## config.mk

```make
export PLATFORM = sky130hd
export DESIGN_NAME = inverse_demo
export DESIGN_NICKNAME = d
export VERILOG_FILES = /design/src/rtl/inverse_demo.sv
export SDC_FILE = /design/constraint.sdc
export NUM_CORES = 1
export LEC_CHECK = 0
export ABC_AREA = 1
export BUFFER_PORTS_ARGS = -buffer_cell sky130_fd_sc_hd__buf_2
export CELL_PAD_IN_SITES_DETAIL_PLACEMENT = 2
export CELL_PAD_IN_SITES_GLOBAL_PLACEMENT = 2
export CORE_AREA = 2 2 101 103
export DETAILED_ROUTE_END_ITERATION = 10
export DIE_AREA = 0 0 103 105
export PLACE_DENSITY_LB_ADDON = 0.1
export RECOVER_POWER = 50
export SYNTH_ARGS = -nofsm -noshare
export SYNTH_HDL_FRONTEND = slang
export SYNTH_SLANG_ARGS = --single-unit
```

## constraint.sdc

```tcl
create_clock -name clk -period 6.9 [get_ports clk]
set_input_delay 1.035 -clock clk [delete_from_list [all_inputs] [get_ports clk]]
set_output_delay 1.035 -clock clk [all_outputs]
set_load 0.02 [all_outputs]
```

## src/rtl/inverse_demo.sv

```systemverilog
`default_nettype none
// ============================================================================
//  Module   : inverse_demo
//  Purpose  : Iterative inverse of the demo datapath. Given target y, finds
//             the largest x with x*x + 2*x <= y and flags equality. Built as
//             a controller FSM driving a small register/ALU datapath, with
//             a level-sensitive go / done handshake.
//  Ports    : clk     - system clock, rising-edge active
//             resetn  - synchronous active-low reset
//             go      - start request (level, active-high)
//             y[7:0]  - target value, captured only in IDLE
//             done    - result valid, FSM in DONE
//             busy    - search in progress (SQUARE..CHECK)
//             x[7:0]  - result, upper nibble always zero
//             exact   - x*x + 2*x == y
//  Revision : 1.0  initial release
// ============================================================================
module inverse_demo (
  input  logic       clk,
  input  logic       resetn,
  input  logic       go,
  input  logic [7:0] y,
  output logic       done,
  output logic       busy,
  output logic [7:0] x,
  output logic       exact
);

  typedef enum logic [2:0] {
    S_IDLE   = 3'd0,
    S_SQUARE = 3'd1,
    S_DOUBLE = 3'd2,
    S_SUM    = 3'd3,
    S_CHECK  = 3'd4,
    S_DONE   = 3'd5
  } state_t;

  state_t     state_q, state_d;
  logic [7:0] ry_q,    ry_d;
  logic [3:0] rx_q,    rx_d;
  logic [8:0] ra_q,    ra_d;
  logic [8:0] rb_q,    rb_d;
  logic [3:0] xout_q,  xout_d;
  logic       exout_q, exout_d;

  // ALU operand selection, kept apart from the next-state logic so the
  // ALU result never feeds back into the block that chooses its inputs.
  logic       alu_mul;
  logic [8:0] alu_a;
  logic [8:0] alu_b;
  logic [8:0] alu_y;

  always_comb begin
    alu_mul = 1'b0;
    alu_a   = 9'd0;
    alu_b   = 9'd0;
    case (state_q)
      S_SQUARE: begin
        alu_mul = 1'b1;
        alu_a   = {5'd0, rx_q};
        alu_b   = {5'd0, rx_q};
      end
      S_DOUBLE: begin
        alu_a   = {5'd0, rx_q};
        alu_b   = {5'd0, rx_q};
      end
      S_SUM: begin
        alu_a   = ra_q;
        alu_b   = rb_q;
      end
      default: ;
    endcase
  end

  // 9 bits are enough: the largest value ever formed is 15*15 + 30 = 255.
  assign alu_y = alu_mul ? (alu_a * alu_b) : (alu_a + alu_b);

  // Next-state and datapath control
  always_comb begin
    state_d = state_q;
    ry_d    = ry_q;
    rx_d    = rx_q;
    ra_d    = ra_q;
    rb_d    = rb_q;
    xout_d  = xout_q;
    exout_d = exout_q;
    case (state_q)
      S_IDLE: begin
        if (go) begin
          ry_d    = y;
          rx_d    = 4'd0;
          state_d = S_SQUARE;
        end
      end
      S_SQUARE: begin
        ra_d    = alu_y;
        state_d = S_DOUBLE;
      end
      S_DOUBLE: begin
        rb_d    = alu_y;
        state_d = S_SUM;
      end
      S_SUM: begin
        ra_d    = alu_y;
        state_d = S_CHECK;
      end
      S_CHECK: begin
        if (ra_q == {1'b0, ry_q}) begin
          xout_d  = rx_q;
          exout_d = 1'b1;
          state_d = S_DONE;
        end else if (ra_q > {1'b0, ry_q}) begin
          // Overshoot: previous candidate was the answer. rx_q >= 1 here,
          // since candidate 0 always yields 0 <= y.
          xout_d  = rx_q - 4'd1;
          exout_d = 1'b0;
          state_d = S_DONE;
        end else begin
          // Candidate 15 yields 255 >= any y, so this never wraps.
          rx_d    = rx_q + 4'd1;
          state_d = S_SQUARE;
        end
      end
      S_DONE: begin
        if (!go) begin
          state_d = S_IDLE;
        end
      end
      default: begin
        state_d = S_IDLE;
      end
    endcase
  end

  always_ff @(posedge clk) begin
    if (!resetn) begin
      state_q <= S_IDLE;
      ry_q    <= 8'd0;
      rx_q    <= 4'd0;
      ra_q    <= 9'd0;
      rb_q    <= 9'd0;
      xout_q  <= 4'd0;
      exout_q <= 1'b0;
    end else begin
      state_q <= state_d;
      ry_q    <= ry_d;
      rx_q    <= rx_d;
      ra_q    <= ra_d;
      rb_q    <= rb_d;
      xout_q  <= xout_d;
      exout_q <= exout_d;
    end
  end

  // Status outputs decode registered state only.
  assign busy  = (state_q == S_SQUARE) || (state_q == S_DOUBLE) ||
                 (state_q == S_SUM)    || (state_q == S_CHECK);
  assign done  = (state_q == S_DONE);
  assign x     = {4'd0, xout_q};
  assign exact = exout_q;

endmodule
`default_nettype wire
```

==> results of run 1 <==
## tightest hold or removal path: cells and delay by family, from the launching register on
family / cells / cell delay [ns]
AO/OA/AOI/OAI: 1 / 0.06
flip-flops: 1 / 0.30
buffers and inverters: 1 / 0.07
## final timing paths
check                   from  endpoint  cells after the start
hold / removal       ry_q[2]   ry_q[2]                      2
hold reg to reg      ry_q[2]   ry_q[2]                      2
setup / recovery  state_q[2]   ra_q[8]                     23
setup reg to reg  state_q[2]   ra_q[8]                     23
## sequential cells by signal, summed over array words and instances, names as in the netlist
register and cells:
ry_q 8, ra_q 9, rb_q 9, exact 1
rx_q 4, xout_q 4, state_q 3
## cells by family (layout without fill, tap and decap cells)
family | Yosys count | after routing | synth area share [%]
AO/OA/AOI/OAI | 101 | 101 | 15.83
adder cells (fa/ha/maj) | 55 | 55 | 22.69
XOR/XNOR | 6 | 6 | 1.448
other | 1 | 4 | 0.1033
AND/OR/NAND/NOR | 193 | 193 | 24.00
flip-flops | 38 | 38 | 20.97
buffers and inverters | 138 | 150 | 14.97
## report_power, final
part / leakage [uW] / switching [uW] / internal [uW]
registers: 0.000311 / 15.8 / 242
clock network: 0.0000482 / 80.4 / 80.7
logic: 0.00170 / 119 / 50.3
## area by class of cell
cell class / instances / area [um2] / share of cell area (%)
flip-flops and latches: 38 / 760.7 / 19.58
inverters: 125 / 469.2 / 12.07
clock buffers: 7 / 86.33 / 2.222
repair buffers: 17 / 73.82 / 1.900
clock inverters: 1 / 5.005 / 0.1288
multi-input cells: 359 / 2325 / 59.82
well taps: 133 / 166.4 / 4.282
## cells in the final DEF, fill, tap and decap left out, types with 3 or more instances in the layout
cell      instances
a31oi_1           3
nand3_1          19
nor2_2            3
fa_1             18
a21oi_1          39
a21o_1            3
clkbuf_1         10
xor2_1            4
dfxtp_1          38
nand3b_1          3
o21ai_2           3
nor2_1           33
buf_2             8
clkbuf_8          6
nand2_1         112
nor3_1            6
o21ai_0          44
nand2_2           3
conb_1            4
nand2_4           5
ha_1             37
inv_1           123
## per-stage QoR
step | util, % | worst slack (ns) | total power, uW | hold slack, ns
after CTS | 40.55 | 1.773 | 596.9 | 0.4713
after detailed placement | 39.60 | 1.801 | 431.4 | 0.4606
after global routing | 40.32 | 0.7671 | 631.8 | 0.4947
final | 40.32 | 1.212 | 587.5 | 0.4708
after global placement | 39.60 | 1.970 | 419.9 | 0.4471
after floorplan | - | 2.451 | 380.4 | 0.4354
## metal layers
layer	wire length, um	vias to the layer above	part of all wire [%]
met4	59	0	0.51
met3	121	6	1.1
met2	5792	13	50
met5	0	-	0
met1	5500	1714	48
li1	-	1673	-
==> flow_summary.json, run 1 <==
{
  "drt_iter0_drc": 55,
  "start_util_pct": 37.64,
  "syn_area_per_cell_um2": 6.820,
  "cts_sinks": 38,
  "final_area_um2": 3886,
  "finalCritPeriodShare_pct": 82.43,
  "cts_htree_levels": 2,
  "syn_inst": 532,
  "crit_buf_inv": 7,
  "max_stage_delay_ns": 1.14,
  "rsz0062_at_grt": "no",
  "routed_wirelength_mm": 11.47,
  "antenna_left": 0,
  "yosys-top-cells-count": "122 x inv_1, 112 x nand2_1, 43 x o21ai_0, 39 x a21oi_1, 38 x dfxtp_1",
  "num_antenna_cells": 0,
  "final-setup-viol-count": 0,
  "worst-path-max-fanout": 19,
  "stdcell_count": 680,
  "hp-class": "reg -> reg",
  "grtUsageMet1_pct": 31.40,
  "tritoncts": "done",
  "numCtsBuffers": 5,
  "fillers": 1233,
  "yosysMostFrequentCell": "inv_1",
  "slowest_stage": "o21ai_0",
  "timing.fmax_ghz": 0.1758,
  "root_buffer": "clkbuf_8",
  "cts_resized": 0,
  "first_global_vias": 3803,
  "cp_data_required_time_ns": 7.09,
  "status": "completed",
  "core_um2": 9639,
  "timing.final.hold_violations": 0,
  "io-pin-count": 22,
  "gp_congestion": 0.8209,
  "start_kind": "flip-flop",
  "synthTopCellsByArea": "dfxtp_1 21%, ha_1 13%, inv_1 13%",
  "chipWidth_um": 103,
  "drc": 0,
  "synth_warnings": 0,
  "dp_hpwl_mm": 9.539,
  "synth_top_cell_by_area": "dfxtp_1",
  "critPathKind": "reg -> reg",
  "arrival_ns": 5.88,
  "synth_edf_count": 0,
  "ctsLongestPathBuffers": 2,
  "post_drt_wl_per_cell_um": 16.87,
  "cap_violations": 0,
  "synth_area_um2": 3628,
  "grtUsageTotal_pct": 23.07,
  "place_inst": 672,
  "globalRouteOverflowTotal": 0,
  "ys.flop_type": "dfxtp_1",
  "path_clk_slew_ns": 0.08,
  "ys_ff_latch": 38,
  "met3_usage_pct": 2.475,
  "insertion_delay_ns": 0.29,
  "antenna_found_initial": 0,
  "maxSlewViolCount": 0,
  "leakage_uw": 0.002060,
  "post_cts_buffers": 0,
  "tns_ns": 0,
  "cts_hold_buf": 0,
  "drt-pass1-iter-count": 4,
  "num_vias": 3406,
  "cpLargestDelayFamily": "adder cells",
  "slew_headroom_pct": 9.079,
  "nNetsFinal": 612,
  "clock_skew_ns": 0.002519,
  "tightest_slew_ns": 1.350,
  "die_h_um": 105,
  "peakVddDrop_uv": 79.11,
  "grt_max_degree": 23,
  "area_delta_synth_final_pct": 7.104,
  "dieArea_um2": 10820,
  "power_density_nw_per_um2": 151.2,
  "path_common_cell": "inv_1",
  "synth_top_area_share_pct": 20.97,
  "async_flop_share_pct": 0,
  "viasPerCell": 5.009,
  "use_met2_pct": 40.12,
  "min_period_ns": 5.688,
  "io_buffers": 17,
  "end_kind": "flip-flop",
  "cp_cell_sequence": "inv_1 -> nand3_4 -> o21ai_0 -> inv_1 -> nor3_1 -> ha_1 -> ha_1 -> fa_1 -> inv_1 -> fa_1 -> inv_1 -> ha_1 -> a21o_1 -> a31oi_1 -> inv_1 -> nand2_1 -> nand2_1 -> inv_1 -> nand3_1 -> nand3_1 -> nand3_1 -> nand2_1 -> inv_1",
  "drive_above_1_share_pct": 6.581,
  "synth_cell_types": 39,
  "placed_area_um2": 3817,
  "r2r_slack_ns": 1.21,
  "synth_seq_area_share_pct": 20.97,
  "grt_pass1_wl_mm": 19.49,
  "rows": 36,
  "top_usage_layer": "met2"
}
Power figures use the tool's default switching activity.
==> run 2: changes to the inputs <==
--- a/config.mk
+++ b/config.mk
@@ -9,9 +9,9 @@
 export BUFFER_PORTS_ARGS = -buffer_cell sky130_fd_sc_hd__buf_2
 export CELL_PAD_IN_SITES_DETAIL_PLACEMENT = 2
 export CELL_PAD_IN_SITES_GLOBAL_PLACEMENT = 2
-export CORE_AREA = 2 2 101 103
+export CORE_AREA = 2 2 105 107
 export DETAILED_ROUTE_END_ITERATION = 10
-export DIE_AREA = 0 0 103 105
+export DIE_AREA = 0 0 107 109
 export PLACE_DENSITY_LB_ADDON = 0.1
 export RECOVER_POWER = 50
 export SYNTH_ARGS = -nofsm -noshare
==> constraint.sdc (replaced) <==
create_clock -name clk -period 5.73 [get_ports clk]
set_input_delay 0.8595 -clock clk [delete_from_list [all_inputs] [get_ports clk]]
set_output_delay 0.8595 -clock clk [all_outputs]
set_load 0.02 [all_outputs]
==> run 2 against run 1 <==
Register-to-register slack worse by 0.46 ns. Setup slack worse by 0.46 ns. Routed wire length is 2.7% lower. Global-route usage fell by 2.7 points. Design area rose by 0.16%. Critical path depth up 4. Critical endpoint is now rb_q[8]. Largest cell class unchanged.
==> flow_summary.json, run 2 (synthesis results as in run 1) <==
{
  "timing.fmax_ghz": 0.2008,
  "reg_top3": "ra_q: 9 flops, rb_q: 9 flops, ry_q: 8 flops",
  "cts_htree_levels": 2,
  "fin_ws_ns": 0.7506,
  "critPathKind": "reg -> reg",
  "numCtsBuffers": 5,
  "arrival_ns": 5.17,
  "grtUsageTotal_pct": 20.38,
  "gp_congestion": 0.7777,
  "antenna_found_initial": 0,
  "placed_area_um2": 3826,
  "final_area_um2": 3892,
  "slew_headroom_pct": 44.86,
  "layout_common_cells": "122 x inv_1, 112 x nand2_1, 43 x o21ai_0, 39 x a21oi_1, 38 x dfxtp_1",
  "finalCritPeriodShare_pct": 86.90,
  "wl_met3_um": 289,
  "tns_ns": 0,
  "start_kind": "flip-flop",
  "num_vias": 3347,
  "start_util_pct": 34.22,
  "min_period_ns": 4.979,
  "routed_wirelength_mm": 11.16,
  "layout_commonest_cell": "inv_1",
  "dp_hpwl_mm": 9.323,
  "path_clk_slew_ns": 0.08,
  "dieArea_um2": 11660,
  "drt-pass1-iter-count": 4,
  "power_density_nw_per_um2": 176.5,
  "ctsLongestPathBuffers": 2,
  "hp-class": "reg -> reg",
  "die_h_um": 109,
  "chipWidth_um": 107,
  "insertion_delay_ns": 0.29,
  "core_um2": 10600,
  "wl_met1_mm": 5.194,
  "worst-path-max-fanout": 18,
  "routed.top_layer": "met4",
  "clock_skew_ns": 0.009104,
  "drt_iter0_drc": 61,
  "cap_violations": 0,
  "io_buffers": 17,
  "r2r_slack_ns": 0.75,
  "cts_hold_buf": 0,
  "drc": 0,
  "grt_pass1_wl_mm": 18.46,
  "timing.final.hold_violations": 0,
  "leakage_uw": 0.002055,
  "post-place-ws_ns": 0.6992,
  "antenna_left": 0,
  "viasPerCell": 4.879,
  "globalRouteOverflowTotal": 0,
  "rows": 38,
  "end_kind": "flip-flop",
  "nNetsFinal": 612,
  "drive_above_1_share_pct": 6.777,
  "root_buffer": "clkbuf_8",
  "status": "completed",
  "first_global_vias": 3599,
  "cts_sinks": 38,
  "max_stage_delay_ns": 0.54,
  "io-pin-count": 22,
  "final-setup-viol-count": 0,
  "maxSlewViolCount": 0,
  "wl_met2_mm": 5.612,
  "slowest_stage": "fa_1",
  "post_drt_wl_per_cell_um": 16.27,
  "rsz0062_at_grt": "no",
  "post_cts_buffers": 0,
  "tightest_slew_ns": 0.8195,
  "num_antenna_cells": 0,
  "area_delta_synth_final_pct": 7.276,
  "cts_resized": 0,
  "grt_max_degree": 23,
  "path_common_cell": "inv_1",
  "tritoncts": "done",
  "cp_data_required_time_ns": 5.92,
  "peakVddDrop_uv": 123.3
}
-- run 2: critical path: cells and delay by family, from the launching register on --
family	cells	cell delay [ns]
and+or+nand+nor	10	1.19
AOI/OAI and AO/OA	3	0.50
adders and majority gates	5	2.10
DFF	1	0.38
buffers and inverters	9	0.69
-- run 2: metal layers --
| metal | vias up | global-route usage, % |
|---|---|---|
| met5 | - | 0 |
| met4 | 0 | 2.041 |
| met3 | 6 | 3.228 |
| met2 | 22 | 37.03 |
| met1 | 1647 | 26.37 |
| li1 | 1672 | - |
-- run 2: worst paths after layout --
path,from,end,cells past startpoint
max,state_q[0],rb_q[8],27
min,xout_q[2],xout_q[2],2
max reg2reg,state_q[0],rb_q[8],27
min reg2reg,xout_q[2],xout_q[2],2
-- run 2: through the flow --
step	total power [uW]	instances	util [%]	hold WS [ns]
after floorplan	458.1	535	-	0.4354
after global placement	507.1	679	36.09	0.4474
after detailed placement	517.1	679	36.09	0.4551
after CTS	699.7	686	36.81	0.4670
after global routing	746.3	686	36.71	0.4987
final	687.2	686	36.71	0.4679
-- run 2: area by class of cell --
class | instances | area, um2
Clock buffer | 7 | 76.32
Tap cell | 140 | 175.2
Inverter | 125 | 469.2
Multi-Input combinational cell | 359 | 2336
Fill cell | 1332 | 6710
Sequential cell | 38 | 760.7
Timing Repair Buffer | 17 | 75.07
-- run 2: where the power goes --
group	switching [uW]	total [uW]	internal (uW)
registers	17.7	309	291
logic	139	199	60.1
clock network	94.9	179	84.0
total	252	687	435
==> run 3: changes to the inputs <==
--- a/config.mk
+++ b/config.mk
@@ -9,9 +9,9 @@
 export BUFFER_PORTS_ARGS = -buffer_cell sky130_fd_sc_hd__buf_2
 export CELL_PAD_IN_SITES_DETAIL_PLACEMENT = 2
 export CELL_PAD_IN_SITES_GLOBAL_PLACEMENT = 2
-export CORE_AREA = 2 2 105 107
+export CORE_AREA = 2 2 87 130
 export DETAILED_ROUTE_END_ITERATION = 10
-export DIE_AREA = 0 0 107 109
+export DIE_AREA = 0 0 89 132
 export PLACE_DENSITY_LB_ADDON = 0.1
 export RECOVER_POWER = 50
 export SYNTH_ARGS = -nofsm -noshare
==> run 3 against run 2 <==
Clock-buffer cell count unchanged. Setup slack worse by 0.14 ns. Clock power is 59% higher. Combinational power is 4% higher. Critical path depth decreased by 5. Design area increased by 2.0%. Total power grew 17%. Clock skew decreased by 0.0037 ns. Global-route usage rose by 1.1 points. Non-clock buffer count is the same. Sequential share of layout area down 0.38 points. Largest cell class unchanged. Largest power group unchanged. Highest routed layer unchanged.
==> flow_summary.json, run 3 (synthesis results as in run 1) <==
{
  "hp-start": "xout_q[2]",
  "gp_congestion": 0.8043,
  "post-place-ws_ns": 0.5681,
  "numCtsBuffers": 5,
  "tightest_slew_ns": 1.157,
  "cts_resized": 0,
  "slowest_stage": "nor2_1",
  "startpoint": "state_q[1]",
  "grt_max_degree": 23,
  "die_h_um": 132,
  "drt-pass1-iter-count": 5,
  "area_delta_synth_final_pct": 9.379,
  "r2r_cells": 22,
  "start_util_pct": 34.26,
  "peakVddDrop_uv": 102.1,
  "routed_wirelength_mm": 11.85,
  "critPathKind": "reg -> reg",
  "slew_headroom_pct": 22.13,
  "finalCritPeriodShare_pct": 89.26,
  "tritoncts": "done",
  "cap_violations": 0,
  "fin_ws_ns": 0.6155,
  "post_drt_wl_per_cell_um": 17.14,
  "globalRouteOverflowTotal": 0,
  "nNetsFinal": 612,
  "fillers": 1355,
  "io-pin-count": 22,
  "arrival_ns": 5.30,
  "drive_above_1_share_pct": 7.130,
  "grt_pass1_wl_mm": 19.17,
  "leakage_uw": 0.002091,
  "min_period_ns": 5.115,
  "timing.final.hold_violations": 0,
  "cts_htree_levels": 2,
  "start_kind": "flip-flop",
  "drt_iter0_drc": 75,
  "worst-path-max-fanout": 19,
  "power_density_nw_per_um2": 201.8,
  "first_global_vias": 3807,
  "ctsLongestPathBuffers": 2,
  "r2r_start": "state_q[1]",
  "cp_cell_sequence": "nand3_4 -> nor2_1 -> nand2_1 -> fa_1 -> fa_1 -> inv_1 -> fa_1 -> inv_1 -> fa_1 -> inv_1 -> ha_1 -> a21o_1 -> a31oi_1 -> inv_1 -> nand2_1 -> nand2_1 -> inv_1 -> nand3_1 -> nand3_1 -> nand3_1 -> nand2_1 -> inv_1",
  "root_buffer": "clkbuf_16",
  "insertion_delay_ns": 0.28,
  "rows": 46,
  "status": "completed",
  "grtUsageTotal_pct": 21.51,
  "cpLargestDelayFamily": "adder cells",
  "crit_buf_inv": 6,
  "io_buffers": 17,
  "tns_ns": 0,
  "rsz0062_at_grt": "no",
  "final-setup-viol-count": 0,
  "antenna_found_initial": 0,
  "holdPathEnd": "xout_q[2]",
  "layout_commonest_cell": "inv_1",
  "post_cts_buffers": 0,
  "core_um2": 10590,
  "maxSlewViolCount": 0,
  "antenna_left": 0,
  "cts_sinks": 38,
  "path_common_cell": "inv_1",
  "hp-class": "reg -> reg",
  "num_vias": 3388,
  "end_kind": "flip-flop",
  "dp_hpwl_mm": 9.791,
  "chipWidth_um": 89,
  "max_stage_delay_ns": 0.58,
  "clock_skew_ns": 0.005397,
  "reg_top3": "ra_q: 9 flops, rb_q: 9 flops, ry_q: 8 flops",
  "viasPerCell": 4.903,
  "placed_area_um2": 3831,
  "path_clk_slew_ns": 0.06,
  "worstHoldPathCells": 2,
  "r2r_slack_ns": 0.62,
  "cp_data_required_time_ns": 5.91,
  "rr_endpoint": "rb_q[8]",
  "drc": 0,
  "layout_common_cells": "122 x inv_1, 112 x nand2_1, 43 x o21ai_0, 39 x a21oi_1, 38 x dfxtp_1",
  "postLayoutCoreUtil_pct": 37.48,
  "timing.fmax_ghz": 0.1955,
  "dieArea_um2": 11750,
  "cts_hold_buf": 0,
  "final_area_um2": 3969,
  "num_antenna_cells": 0
}
[run 3: changes by cell type in the layout (fill, tap and decap cells not counted)]
cell	before	now
clkbuf_16	0	5
clkbuf_8	5	1
clkinv_2	0	1
clkbuf_1	10	9
[run 3: area by class of cell]
class	count	area [um2]	area share, %
clock buffer	7	142.6	3.594
clock inverter	1	5.005	0.1261
inverter	125	469.2	11.82
multi-input combinational	359	2336	58.86
sequential	38	760.7	19.17
tap	144	180.2	4.540
timing repair buffer	17	75.07	1.892
[run 3: how the worst max path moves through the flow]
stage | end | depth (start not counted) | slack, ns
finish | rb_q[8] | 22 | 0.62
global route | ra_q[8] | 27 | 0.19
CTS | ra_q[8] | 22 | 0.54
detailed placement | ra_q[8] | 27 | 0.57
global placement | rb_q[8] | 27 | 0.65
floorplan | ra_q[8] | 25 | 1.28
[run 3: worst register-to-register path: cells and delay by family (launching register included)]
kind / cells / cell delay, ns
compound gates: 2 / 0.36
simple gates: 9 / 1.50
flops: 1 / 0.49
fa+ha+maj: 5 / 2.38
buf+inv: 6 / 0.30
[run 3: metal layers]
layer | part of all wire, % | wire length (um) | global-route usage, % | vias up
met5 | 0 | 0 | 0 | -
met4 | 3.8 | 448 | 9.204 | 0
met3 | 1.5 | 181 | 1.816 | 17
met2 | 58 | 6822 | 42.33 | 39
met1 | 37 | 4394 | 21.83 | 1657
li1 | - | - | - | 1675
[run 3: per-stage QoR]
step	hold WS (ns)	std cells	power, uW
3_5_place_dp	0.4602	683	522.2
4_1_cts	0.4698	691	811.9
2_1_floorplan	0.4354	535	458.1
5_1_grt	0.5005	691	847.2
6_report	0.4644	691	801.0
3_3_place_gp	0.4458	683	511.2
[run 3: power by group]
| group | internal (uW) | switching, uW | total (uW) |
|---|---|---|---|
| Clock | 173 | 111 | 284 |
| Combinational | 60.5 | 146 | 206 |
| Sequential | 292 | 19.2 | 311 |
| Total | 525 | 276 | 801 |
